===== config.mk =====
export PLATFORM = sky130hd
export DESIGN_NAME = serial_recip_engine
export DESIGN_NICKNAME = d
export VERILOG_FILES = /design/src/rtl/serial_recip_engine.sv
export SDC_FILE = /design/constraint.sdc
export NUM_CORES = 1
export LEC_CHECK = 0
export ABC_AREA = 1
export BUFFER_PORTS_ARGS = -buffer_cell sky130_fd_sc_hd__buf_4
export CAP_MARGIN = 0
export CORE_ASPECT_RATIO = 0.75
export CORE_UTILIZATION = 40
export CTS_CLUSTER_SIZE = 30
export DETAILED_ROUTE_END_ITERATION = 12
export SLEW_MARGIN = 20
export SYNTH_ARGS = -nofsm -noshare
export SYNTH_HDL_FRONTEND = slang
export SYNTH_SLANG_ARGS = --single-unit

===== constraint.sdc =====
create_clock -name clk -period 2.52 [get_ports clk]
set_input_delay 0.504 -clock clk [delete_from_list [all_inputs] [get_ports clk]]
set_output_delay 0.504 -clock clk [all_outputs]
set_load 0.005 [all_outputs]

===== src/rtl/serial_recip_engine.sv =====
`default_nettype none
// ============================================================================
// Module   : serial_recip_engine
// Purpose  : Nibble-serial signed fixed-point reciprocal. Loads a
//            Q(INT_BITS.FRAC_BITS) operand MSB-first, divides 2^(2*FRAC_BITS)
//            by |x| one quotient bit per cycle with a restoring divider,
//            applies sign/abs/saturation and streams the result MSB-first.
// Revision : 1.0 - initial release
// ============================================================================
module serial_recip_engine #(
    parameter int INT_BITS  = 6,
    parameter int FRAC_BITS = 10,
    parameter int NIB       = 4
) (
    input  logic           clk,
    input  logic           reset,
    input  logic           i_valid,
    input  logic [NIB-1:0] i_data,
    input  logic           i_abs,
    output logic           o_ready,
    output logic           o_valid,
    input  logic           i_ready,
    output logic [NIB-1:0] o_data,
    output logic           o_last,
    output logic           o_sat
);

    localparam int W       = INT_BITS + FRAC_BITS;
    localparam int NB      = W / NIB;
    localparam int CW      = $clog2(W) + 1;
    localparam int SAT_EXP = 2 * FRAC_BITS - W + 1;

    // The dividend 2^(2*FRAC_BITS) has only zeros below bit SAT_EXP+W-1, so
    // its leading bits are preloaded as the initial partial remainder and the
    // W-1 iterations only ever shift in zeros.  The same value is the
    // saturation threshold: any m at or below it gives a quotient >= 2^(W-1).
    localparam logic [W-1:0]  c_R0       = {{(W-1){1'b0}}, 1'b1} << SAT_EXP;
    localparam logic [CW-1:0] c_NB_LAST  = CW'(NB - 1);
    localparam logic [CW-1:0] c_NB_PEN   = CW'(NB - 2);
    localparam logic [CW-1:0] c_DIV_LAST = CW'(W - 2);

    typedef enum logic [1:0] {
        ST_LOAD   = 2'd0,
        ST_DIVIDE = 2'd1,
        ST_OUT    = 2'd2
    } state_t;

    state_t          r_state;
    logic [CW-1:0]   r_count;
    logic [W-1:0]    r_operand;
    logic [W-1:0]    r_mag;
    logic [W-1:0]    r_rem;
    logic [W-2:0]    r_quo;
    logic            r_neg;
    logic            r_abs;
    logic            r_sat_pend;
    logic [W-1:0]    r_result;
    logic            r_sat;
    logic            r_valid;
    logic            r_last;
    logic            r_ready;

    logic [W-1:0]    w_op_next;
    logic [W-1:0]    w_mag;
    logic [W:0]      w_rem_shift;
    logic            w_ge;
    logic [W-1:0]    w_diff;
    logic [W-1:0]    w_rem_next;
    logic [W-2:0]    w_quo_next;
    logic [W-1:0]    w_q_ext;
    logic            w_flip;
    logic [W-1:0]    w_result;

    // Operand shift path and its magnitude (most negative value maps to 2^(W-1)).
    assign w_op_next = (r_operand << NIB) | W'(i_data);
    assign w_mag     = w_op_next[W-1] ? (~w_op_next + W'(1)) : w_op_next;

    // One restoring-division step; the remainder always stays below m, so the
    // low W bits of the modulo subtraction are exact.
    assign w_rem_shift = {r_rem, 1'b0};
    assign w_ge        = (w_rem_shift >= {1'b0, r_mag});
    assign w_diff      = w_rem_shift[W-1:0] - r_mag;
    assign w_rem_next  = w_ge ? w_diff : w_rem_shift[W-1:0];
    assign w_quo_next  = {r_quo[W-3:0], w_ge};

    // Final result formation from the quotient completed on this cycle.
    assign w_q_ext  = {1'b0, w_quo_next};
    assign w_flip   = r_neg & ~r_abs;
    assign w_result = r_sat_pend
                    ? (w_flip ? {1'b1, {(W-1){1'b0}}} : {1'b0, {(W-1){1'b1}}})
                    : (w_flip ? (~w_q_ext + W'(1)) : w_q_ext);

    // Load / divide / output sequencer with registered handshake outputs.
    always_ff @(posedge clk) begin
        if (reset) begin
            r_state    <= ST_LOAD;
            r_count    <= '0;
            r_operand  <= '0;
            r_mag      <= '0;
            r_rem      <= '0;
            r_quo      <= '0;
            r_neg      <= 1'b0;
            r_abs      <= 1'b0;
            r_sat_pend <= 1'b0;
            r_result   <= '0;
            r_sat      <= 1'b0;
            r_valid    <= 1'b0;
            r_last     <= 1'b0;
            r_ready    <= 1'b1;
        end else begin
            case (r_state)
                ST_LOAD: begin
                    if (i_valid) begin
                        r_operand <= w_op_next;
                        if (r_count == c_NB_LAST) begin
                            r_abs      <= i_abs;
                            r_mag      <= w_mag;
                            r_neg      <= w_op_next[W-1];
                            r_sat_pend <= (w_mag <= c_R0);
                            r_rem      <= c_R0;
                            r_quo      <= '0;
                            r_count    <= '0;
                            r_ready    <= 1'b0;
                            r_state    <= ST_DIVIDE;
                        end else begin
                            r_count <= r_count + CW'(1);
                        end
                    end
                end

                ST_DIVIDE: begin
                    r_rem <= w_rem_next;
                    r_quo <= w_quo_next;
                    if (r_count == c_DIV_LAST) begin
                        r_result <= w_result;
                        r_sat    <= r_sat_pend;
                        r_count  <= '0;
                        r_valid  <= 1'b1;
                        r_last   <= (NB == 1);
                        r_state  <= ST_OUT;
                    end else begin
                        r_count <= r_count + CW'(1);
                    end
                end

                ST_OUT: begin
                    if (i_ready) begin
                        if (r_count == c_NB_LAST) begin
                            r_count <= '0;
                            r_valid <= 1'b0;
                            r_last  <= 1'b0;
                            r_ready <= 1'b1;
                            r_state <= ST_LOAD;
                        end else begin
                            r_result <= r_result << NIB;
                            r_last   <= (r_count == c_NB_PEN);
                            r_count  <= r_count + CW'(1);
                        end
                    end
                end

                default: begin
                    r_state <= ST_LOAD;
                    r_count <= '0;
                    r_valid <= 1'b0;
                    r_last  <= 1'b0;
                    r_ready <= 1'b1;
                end
            endcase
        end
    end

    assign o_ready = r_ready;
    assign o_valid = r_valid;
    assign o_last  = r_last;
    assign o_sat   = r_sat;
    assign o_data  = r_result[W-1:W-NIB];

endmodule
`default_nettype wire

# Word-level counts from Yosys, hierarchy flattened
# Cells that the tools add are included.
# Widths: inputs -> output; s select.
# totals
out_inout_bits	8
input_bits	9
word_cells	89
ff_bits	88
# classes
order_cmp	2
eq_ne	11
reduce_logical	13
n_addsub	4
n_bitwise	7
mux	38
# ops
op	n
$mux 16	10
$pmux 16 s2	2
$add 16x1->16 const B	2
$mux 14	2
$pmux 14 s2	1
$mux 5	4
$ge 17x16->1	1
$le 16x6->1 const B	1
$not 15->16	1
$not 16->16	1
$or 16x4->16	1
$sub 16x16->16	1
$pmux 5 s3	1
$ne 2x2->1 const B	6
$eq 5x2->1 const B	2
$mux 2	5
$reduce_and 5->1	2
$mux 1	9
$pmux 1 s3	3
$reduce_and 3->1	3
$reduce_and 4->1	2
$pmux 2 s3	1
$reduce_and 2->1	3
$add 5x1->5 const B	1
other kinds (7)	10

# Depth between registers and ports, before layout
# Gate-level depths: netlist (run 1).
# depth
depth_word	7
mapped_depth	20
depth_no_buf	20

# Worst setup path before layout (run 1)
# Ideal clock, no wire load.
# synth_path
path_kind	reg-to-reg
startpoint	register r_mag[1]
endpoint	register r_result[14]
path_slack_ns	-0.019
synth_period_minus_slack_ns	2.539
t_required_ns	2.450
n_path_buf	0
path_stages_with_launch	20
arrival_ns	2.470
setup_time_ns	0.070
path_cell_list	dfxtp_1 inv_1 ha_1 ha_1 nand2_1 nor2_1 nand3_1 nor2_1 nor2_2 nand2_2 inv_2 ha_1 nand3_1 nor2_1 nand2_1 nand2_1 o21ai_0 or2_1 a31o_2 a21oi_1
# synth_via
elab_chain_len	7
# synth_rtl
item	line	text
start: declaration	51	logic [W-1:0] r_mag;
start signal: assignment	117	r_mag <= w_mag;
$ge 17x16->1	81	assign w_ge = (w_rem_shift >= {1'b0, r_mag});
$not 15->16	91	: (w_flip ? (~w_q_ext + W'(1)) : w_q_ext);
$add 16x1->16	91	
$mux 16	91	
$mux 16	90	? (w_flip ? {1'b1, {(W-1){1'b0}}} : {1'b0, {(W-1){1'b1}}})
$mux 16	134	if (r_count == c_DIV_LAST) begin
$pmux 16 s2	111	case (r_state)
end signal: assignment	135	r_result <= w_result;
end signal: assignment	155	r_result <= r_result << NIB;
end: declaration	57	logic [W-1:0] r_result;
# No other way between the ends. The select of a mux whose other input is x is not followed.
# A chain may end at the register's enable or synchronous reset.

# Worst setup path in the final report (run 1)
# Same ends and word-level chain as after synthesis.

==> metrics.md, run 1 <==
| Metric | Value |
|---|---|
| Status | `completed` |
| Power Dens Cells | `554 nW/µm²` |
| Routed vias/inst | `5.19` |
| GRT Total Usage | `21.7%` |
| Distinct cells, synth | `49` |
| Port Buffers | `16` |
| Die area | `13500 µm²` |
| Reg-to-reg endpoint | `r_result[14]` |
| Crit Path Category | `flop to flop` |
| Detailed Route Iter0 Violations | `290` |
| Post-synth EDFFs | `0` |
| I/O pins | `17` |
| Reg2Reg Depth | `19` |
| Post-Synthesis Cells | `757` |
| CTS tree | `yes` |
| Fill cells | `1201` |
| Slowest stage delay, CP | `0.34 ns` |
| Via count | `5073` |
| Area growth, synth to finish | `22.1%` |
| Area of the mapped netlist | `5220 µm²` |
| Worst reg2reg path startpoint | `r_mag[1]` |
| Top cells by count, synth | `nand2_1 (164), a21oi_1 (102), inv_1 (89)` |
| Top-count cell post-synth | `nand2_1` |
| Initial Util | `41.8%` |
| Initial antenna violation count | `0` |
| Post-Syn Nets | `787` |
| Area leader, netlist | `dfxtp_1` |
| Leak | `2.76 nW` |
| Synth Flop Type | `dfxtp_1` |
| WP data arrival | `2.78 ns` |
| Slew @ Worst Pin | `0.643 ns` |
| Post-Syn Area per Cell | `6.89 µm²` |
| Final HPWL DP | `9890 µm` |
| Sequential area share after synthesis | `33.8%` |
| Die Wd | `134 µm` |
| Clk buf depth | `2` |
| Worst Hold Class | `primary input to flop` |
| Data required, critical path | `2.80 ns` |
| Clock latency on the worst-skew pair | `0.34 ns` |
| Worst setup SP type | `flop` |
| Endpoints failing setup | `0` |
| Residual DRC count | `0` |
| Layout cell share with drive strength beyond 1 | `21.9%` |
| Hold Vio Cnt, Final | `0` |
| Normalized max-slew margin | `57.1%` |
| Drt first pass iters | `5` |
| Final WL | `13900 µm` |
| Synth warnings | `0` |
| Grt total ovfl | `0` |
| Top post-synthesis cells by area | `dfxtp_1 (34%), nand2_1 (12%), a21oi_1 (9.8%)` |
| Final min period | `2.49 ns` |
| MaxCap Viol Count | `0` |
| Final worst slack | `0.0252 ns` |
| Placer Congestion | `0.888` |
| Hold Crit Endpoint | `r_abs` |
| Period utilisation layout | `99.0%` |
| Crit-path max FO | `2` |
| Setup TNS | `0 ns` |
| RSZ-0062 raised after global routing | `true` |
| Reg clk slew, reported paths | `0.06 ns` |
| Die height | `101 µm` |
| CP endpoint kind | `flop` |
| Hold Crit Depth | `3` |
| First-pass GRT wire length | `23300 µm` |
| Peak VDD IR | `0.000328 V` |
| CTS root buf | `clkbuf_16` |
| CTS buffer count | `9` |
| Skew final | `0.00688 ns` |
| Final Max Tran Viols | `0` |
| Place WS | `-0.134 ns` |
| FFs w/ async S/R, synth | `0%` |
| Rows | `35` |
| CP max stage cell | `dfxtp_2` |
| Detail Route Antenna Nets | `0` |
| Core ar. | `12500 µm²` |
| N_diodes | `0` |
| Vias in the first global route | `4810` |
| Cell Chain, Critical Path | `inv_2 -> ha_4 -> ha_4 -> nand2_1 -> nor2_1 -> nand3_1 -> nor2_1 -> nor2_2 -> nand2_2 -> inv_4 -> ha_4 -> nand3_4 -> nor2_4 -> nand2_2 -> nand2_2 -> o21ai_2 -> or2_1 -> a31o_2 -> a21oi_2` |
| Number of synthesized register bits | `88` |
| Hold Startpoint | `i_abs` |
| Max Fclk | `0.401 GHz` |
| Reg2Reg Setup Slack | `0.03 ns` |
| Largest net degree at the start of global routing | `42` |
| Final nets | `838` |
| Clock sink count | `88` |
| Htree depth | `3` |
| WL/cell | `14.2 µm` |
| Share of the synthesized area in the top cell type | `33.8%` |
==> registers in the layout (all words and copies together) (netlist names), 2 cells and up <==
| name | cells |
|---|---|
| r_operand | 12 |
| r_count | 5 |
| r_state | 2 |
| r_quo | 14 |
| r_result | 16 |
| r_mag | 16 |
| r_rem | 16 |
==> area by class of cell <==
cell class | count | area, µm² | area share, %
clock buffer | 11 | 243 | 3.81
clock inverter | 3 | 43.8 | 0.687
inverter | 98 | 373 | 5.85
multi-input combinational | 540 | 3190 | 50.0
sequential | 88 | 1780 | 28.0
tap | 166 | 208 | 3.26
timing repair buffer | 71 | 533 | 8.37
==> critical path, delay by kind of cell (launching register included) <==
kind,cells,cell delay [ns]
DFF,1,0.34
and+or+nand+nor,11,1.07
AOI/OAI and AO/OA,3,0.38
buffers and inverters,2,0.12
adders and majority gates,3,0.52
==> worst max path at each step <==
stage                   start      endpoint  depth (start not counted)
floorplan            r_mag[1]  r_result[14]                         19
global placement     r_mag[1]  r_result[14]                         19
detailed placement   r_mag[1]  r_result[14]                         19
CTS                  r_mag[1]   r_result[8]                         19
global route        r_mag[10]  r_result[14]                         20
finish               r_mag[1]  r_result[14]                         19
==> cell families after synthesis <==
logic type                 count (synthesis)  synth area share (%)
DFF                                       88                  33.8
adders and majority gates                 21                  5.18
and+or+nand+nor                          294                  25.1
buffers and inverters                    129                  10.5
AOI/OAI and AO/OA                        200                  21.3
xor gates and xnor gates                  25                  4.20
==> what timing repair did <==
| item | 4_1_cts | 5_1_grt |
|---|---|---|
| setup buffers | 1 | 8 |
| endpoints found under the setup margin | 4 | 11 |
| pin swaps | 2 | 17 |
| gates resized for setup | 6 | 62 |
| hold buffers | 0 | 0 |
==> metal layers <==
metal	track usage [%]	up-vias	share of wire [%]
met3	4.37	20	5.5
met2	32.0	122	41
met5	0	-	0
li1	-	2596	-
met1	31.0	2335	52
met4	8.04	0	1.7
==> stage by stage <==
stage	instances	util (%)	instance area [µm²]	power [mW]	hold WS, ns
final	977	51.0	6370	3.53	0.448
after global routing	977	51.0	6370	3.71	0.454
after CTS	969	48.7	6080	3.48	0.433
after detailed placement	954	45.9	5730	2.14	0.441
after global placement	954	45.9	5730	2.13	0.438
after floorplan	757	-	5230	1.95	0.429
==> where the power goes <==
| group | internal, mW | switching (mW) | total (mW) | leakage, nW |
|---|---|---|---|---|
| logic | 0.314 | 0.426 | 0.740 | 1.90 |
| registers | 1.43 | 0.0357 | 1.46 | 0.720 |
| clock network | 0.785 | 0.543 | 1.33 | 0.141 |
| total | 2.52 | 1.00 | 3.53 | 2.76 |
==> cell usage in the layout (no fill, tap or decap), drive strengths merged, types with 2 or more instances in the layout <==
cell type	count
dfxtp	88
a31oi	3
clkbuf	11
a211oi	2
nand3	36
xor2	18
buf	71
nand3b	2
o21bai	3
clkinv	4
nand2	172
o211ai	14
a21o	2
nand4	9
nor2	59
or2	5
xnor2	7
ha	20
o221ai	2
inv	96
nor3	10
o21ai	62
a31o	2
a21oi	103
(Power assumes the default switching activity.)
==> run 2: changes to the inputs <==
==> constraint.sdc (replaced) <==
create_clock -name clk -period 2.52 [get_ports clk]
set_input_delay 0.126 -clock clk [delete_from_list [all_inputs] [get_ports clk]]
set_output_delay 0.126 -clock clk [all_outputs]
set_load 0.005 [all_outputs]
==> run 2 against run 1 <==
Clock skew up 0.0016 ns. Hold slack worse by 0.37 ns. Maximum frequency shrank 0.66%. Count of clock-buffer cells in the layout did not move. Critical path type unchanged.
==> metrics.md, run 2 (synthesis results as in run 1) <==
| Metric | Value |
|---|---|
| Status | `completed` |
| Vias in the first global route | `4833 (+0.48%)` |
| Final Max Tran Viols | `0 (unchanged)` |
| Via count | `5056 (-0.34%)` |
| Hold Vio Cnt, Final | `0 (unchanged)` |
| Worst Hold Class | `primary input to flop` |
| NetSw | `0.991 mW (-1.3%)` |
| Period utilisation layout | `99.7% (+0.65 points)` |
| Max Fclk | `0.398 GHz (-0.66%)` |
| Pint | `2.40 mW (-4.8%)` |
| Final HPWL DP | `9780 µm (-1.1%)` |
| CP endpoint kind | `flop` |
| Slew @ Worst Pin | `0.975 ns (+0.332 ns)` |
| Die height | `101 µm (unchanged)` |
| RSZ-0062 raised after global routing | `true` |
| CTS buffer count | `9 (unchanged)` |
| Most frequent cells in the layout | `nand2_1 (153), a21oi_1 (100), inv_1 (82)` |
| Critical Path Most Common Cell | `nand2_2` |
| Fin Hold WS | `0.0786 ns (-0.370 ns)` |
| Peak VDD IR | `0.000315 V (-3.9%)` |
| Final min period | `2.51 ns (+0.0165 ns)` |
| Hold Startpoint | `i_abs` |
| Detail Route Antenna Nets | `0 (unchanged)` |
| Cell Chain, Critical Path | `ha_4 -> nand2_1 -> inv_1 -> a21oi_2 -> nand3_4 -> nand2_2 -> nand2_2 -> inv_4 -> ha_4 -> nand3_4 -> nor2_4 -> nand2_2 -> nand2_2 -> o21ai_2 -> or2_1 -> a31o_2 -> a21oi_2` |
| Initial antenna violation count | `0 (unchanged)` |
| Endpoints failing setup | `0 (unchanged)` |
| MaxCap Viol Count | `0 (unchanged)` |
| Detailed Route Iter0 Violations | `341 (+18%)` |
| Port Buffers | `16 (unchanged)` |
| WL/cell | `14.3 µm (+0.92%)` |
| CP max stage cell | `dfxtp_1` |
| Routed vias/inst | `5.21 (+0.38%)` |
| First-pass GRT wire length | `23300 µm (+0.30%)` |
| WP data arrival | `2.79 ns (about the same)` |
| Die area | `13500 µm² (unchanged)` |
| Worst setup SP type | `flop` |
| Hold_buf cts | `0 (unchanged)` |
| Power Dens Cells | `540 nW/µm² (-2.6%)` |
| Htree depth | `3 (unchanged)` |
| I/O pins | `17 (unchanged)` |
| Clk buf depth | `2 (unchanged)` |
| Commonest non-fill, non-tap cell in the layout | `nand2_1` |
| Fill cells | `1217 (+1.3%)` |
| Residual DRC count | `0 (unchanged)` |
| Initial Util | `41.8% (unchanged)` |
| Data required, critical path | `2.80 ns (about the same)` |
| Worst setup path startpoint | `r_rem[7]` |
| Core ar. | `12500 µm² (unchanged)` |
| Clock power frac | `35.5% (-2.1 points)` |
| Drt first pass iters | `5 (unchanged)` |
| Crit Path Category | `flop to flop` |
| CTS tree | `yes` |
| Combinational Power Share | `21.4% (+0.4 points)` |
| Area growth, synth to finish | `20.5%` |
| Slowest stage delay, CP | `0.40 ns (+0.06 ns)` |
| Leak | `2.71 nW (-2.0%)` |
| Skew final | `0.00851 ns (+0.00163 ns)` |
| Biggest regs | `r_mag (16), r_rem (16), r_result (16)` |
| CTS root buf | `clkbuf_16` |
| Tot Pwr | `3.39 mW (-3.8%)` |
| Grt total ovfl | `0 (unchanged)` |
| Sequential Power Share | `43.1% (+1.7 points)` |
| Clock sink count | `88 (unchanged)` |
| Placer Congestion | `0.899 (+1.2%)` |
| Normalized max-slew margin | `34.9% (-22 points)` |
| Clock latency on the worst-skew pair | `0.34 ns (about the same)` |
| Final nets | `831 (-0.84%)` |
| Net Sw Frac | `29.2% (+0.75 points)` |
| Die Wd | `134 µm (unchanged)` |
| Crit-path max FO | `4 (+2)` |
| Rows | `35 (unchanged)` |
| Largest net degree at the start of global routing | `56 (+33%)` |
| Reg clk slew, reported paths | `0.06 ns (about the same)` |
| N_diodes | `0 (unchanged)` |
| Final WL | `13900 µm (+0.20%)` |
| GRT Total Usage | `21.8% (+0.084 points)` |
| Worst reg2reg path startpoint | `r_rem[7]` |
| Layout cell share with drive strength beyond 1 | `20.8% (-1.2 points)` |
## run 2: cell types whose count changed in the layout (fill, tap and decap cells not counted), moves of 2 or more
cell	change
a21oi_1	+2
clkinvlp_4	+2
dfxtp_1	+2
nand2_2	+2
a21oi_2	-2
buf_4	-8
## run 2: area by class of cell
class | count | area, µm² | area share, %
Clock buffer | 11 | 243 | 3.86
Clock inverter | 3 | 20.0 | 0.318
Multi-Input combinational cell | 540 | 3180 | 50.6
Tap cell | 166 | 208 | 3.30
Inverter | 98 | 373 | 5.93
Sequential cell | 88 | 1780 | 28.3
Timing Repair Buffer | 64 | 484 | 7.70
## run 2: path summary, 6_finish.rpt
| kind | endpoint | slack [ns] | cells after the start |
|---|---|---|---|
| setup / recovery | r_result[14] | 0.009 | 17 |
| hold reg to reg | r_abs | 0.46 | 2 |
| hold / removal | r_abs | 0.08 | 3 |
| setup reg to reg | r_result[14] | 0.009 | 17 |
## run 2: stage by stage
| stage | setup TNS (ns) | setup slack (ns) | util [%] | std cells | area [µm²] |
|---|---|---|---|---|---|
| 6_report | 0 | 0.00871 | 50.4 | 970 | 6290 |
| 3_3_place_gp | -0.148 | -0.0801 | 45.8 | 952 | 5720 |
| 5_1_grt | -0.350 | -0.112 | 50.4 | 970 | 6290 |
| 4_1_cts | 0 | 0.00334 | 49.1 | 966 | 6130 |
| 3_5_place_dp | -0.284 | -0.115 | 45.8 | 952 | 5720 |
| 2_1_floorplan | 0 | 0.0106 | - | 757 | 5230 |
## run 2: worst max-delay path: cells and delay by family, from the launching register on
| family | cells | cell delay [ns] |
|---|---|---|
| fa+ha+maj | 2 | 0.37 |
| flops | 1 | 0.40 |
| compound gates | 4 | 0.55 |
| simple gates | 9 | 1.00 |
| buf+inv | 2 | 0.13 |
## run 2: timing repair
item | in CTS | in global routing
gates cloned | 0 | 0
pin swaps | 7 | 10
setup buffers | 0 | 4
resized for setup | 20 | 42
endpoints found under the setup margin | 5 | 11
## run 2: layer usage
layer  up-vias  global-route usage (%)  wire length [µm]
met5         -                       0                 0
met4         0                    6.73               186
met2       133                    32.6              5800
met1      2321                    31.7              7270
met3        20                    3.72               644
li1       2582                       -                 -
## run 2: power by group through the flow
stage                     clock, mW  sequential (mW)  combinational, mW
after floorplan                   0             1.48              0.468
after global placement            0             1.49              0.640
after detailed placement          0             1.49              0.648
after CTS                      1.24             1.46              0.661
after global routing           1.30             1.47              0.810
final                          1.21             1.46              0.725
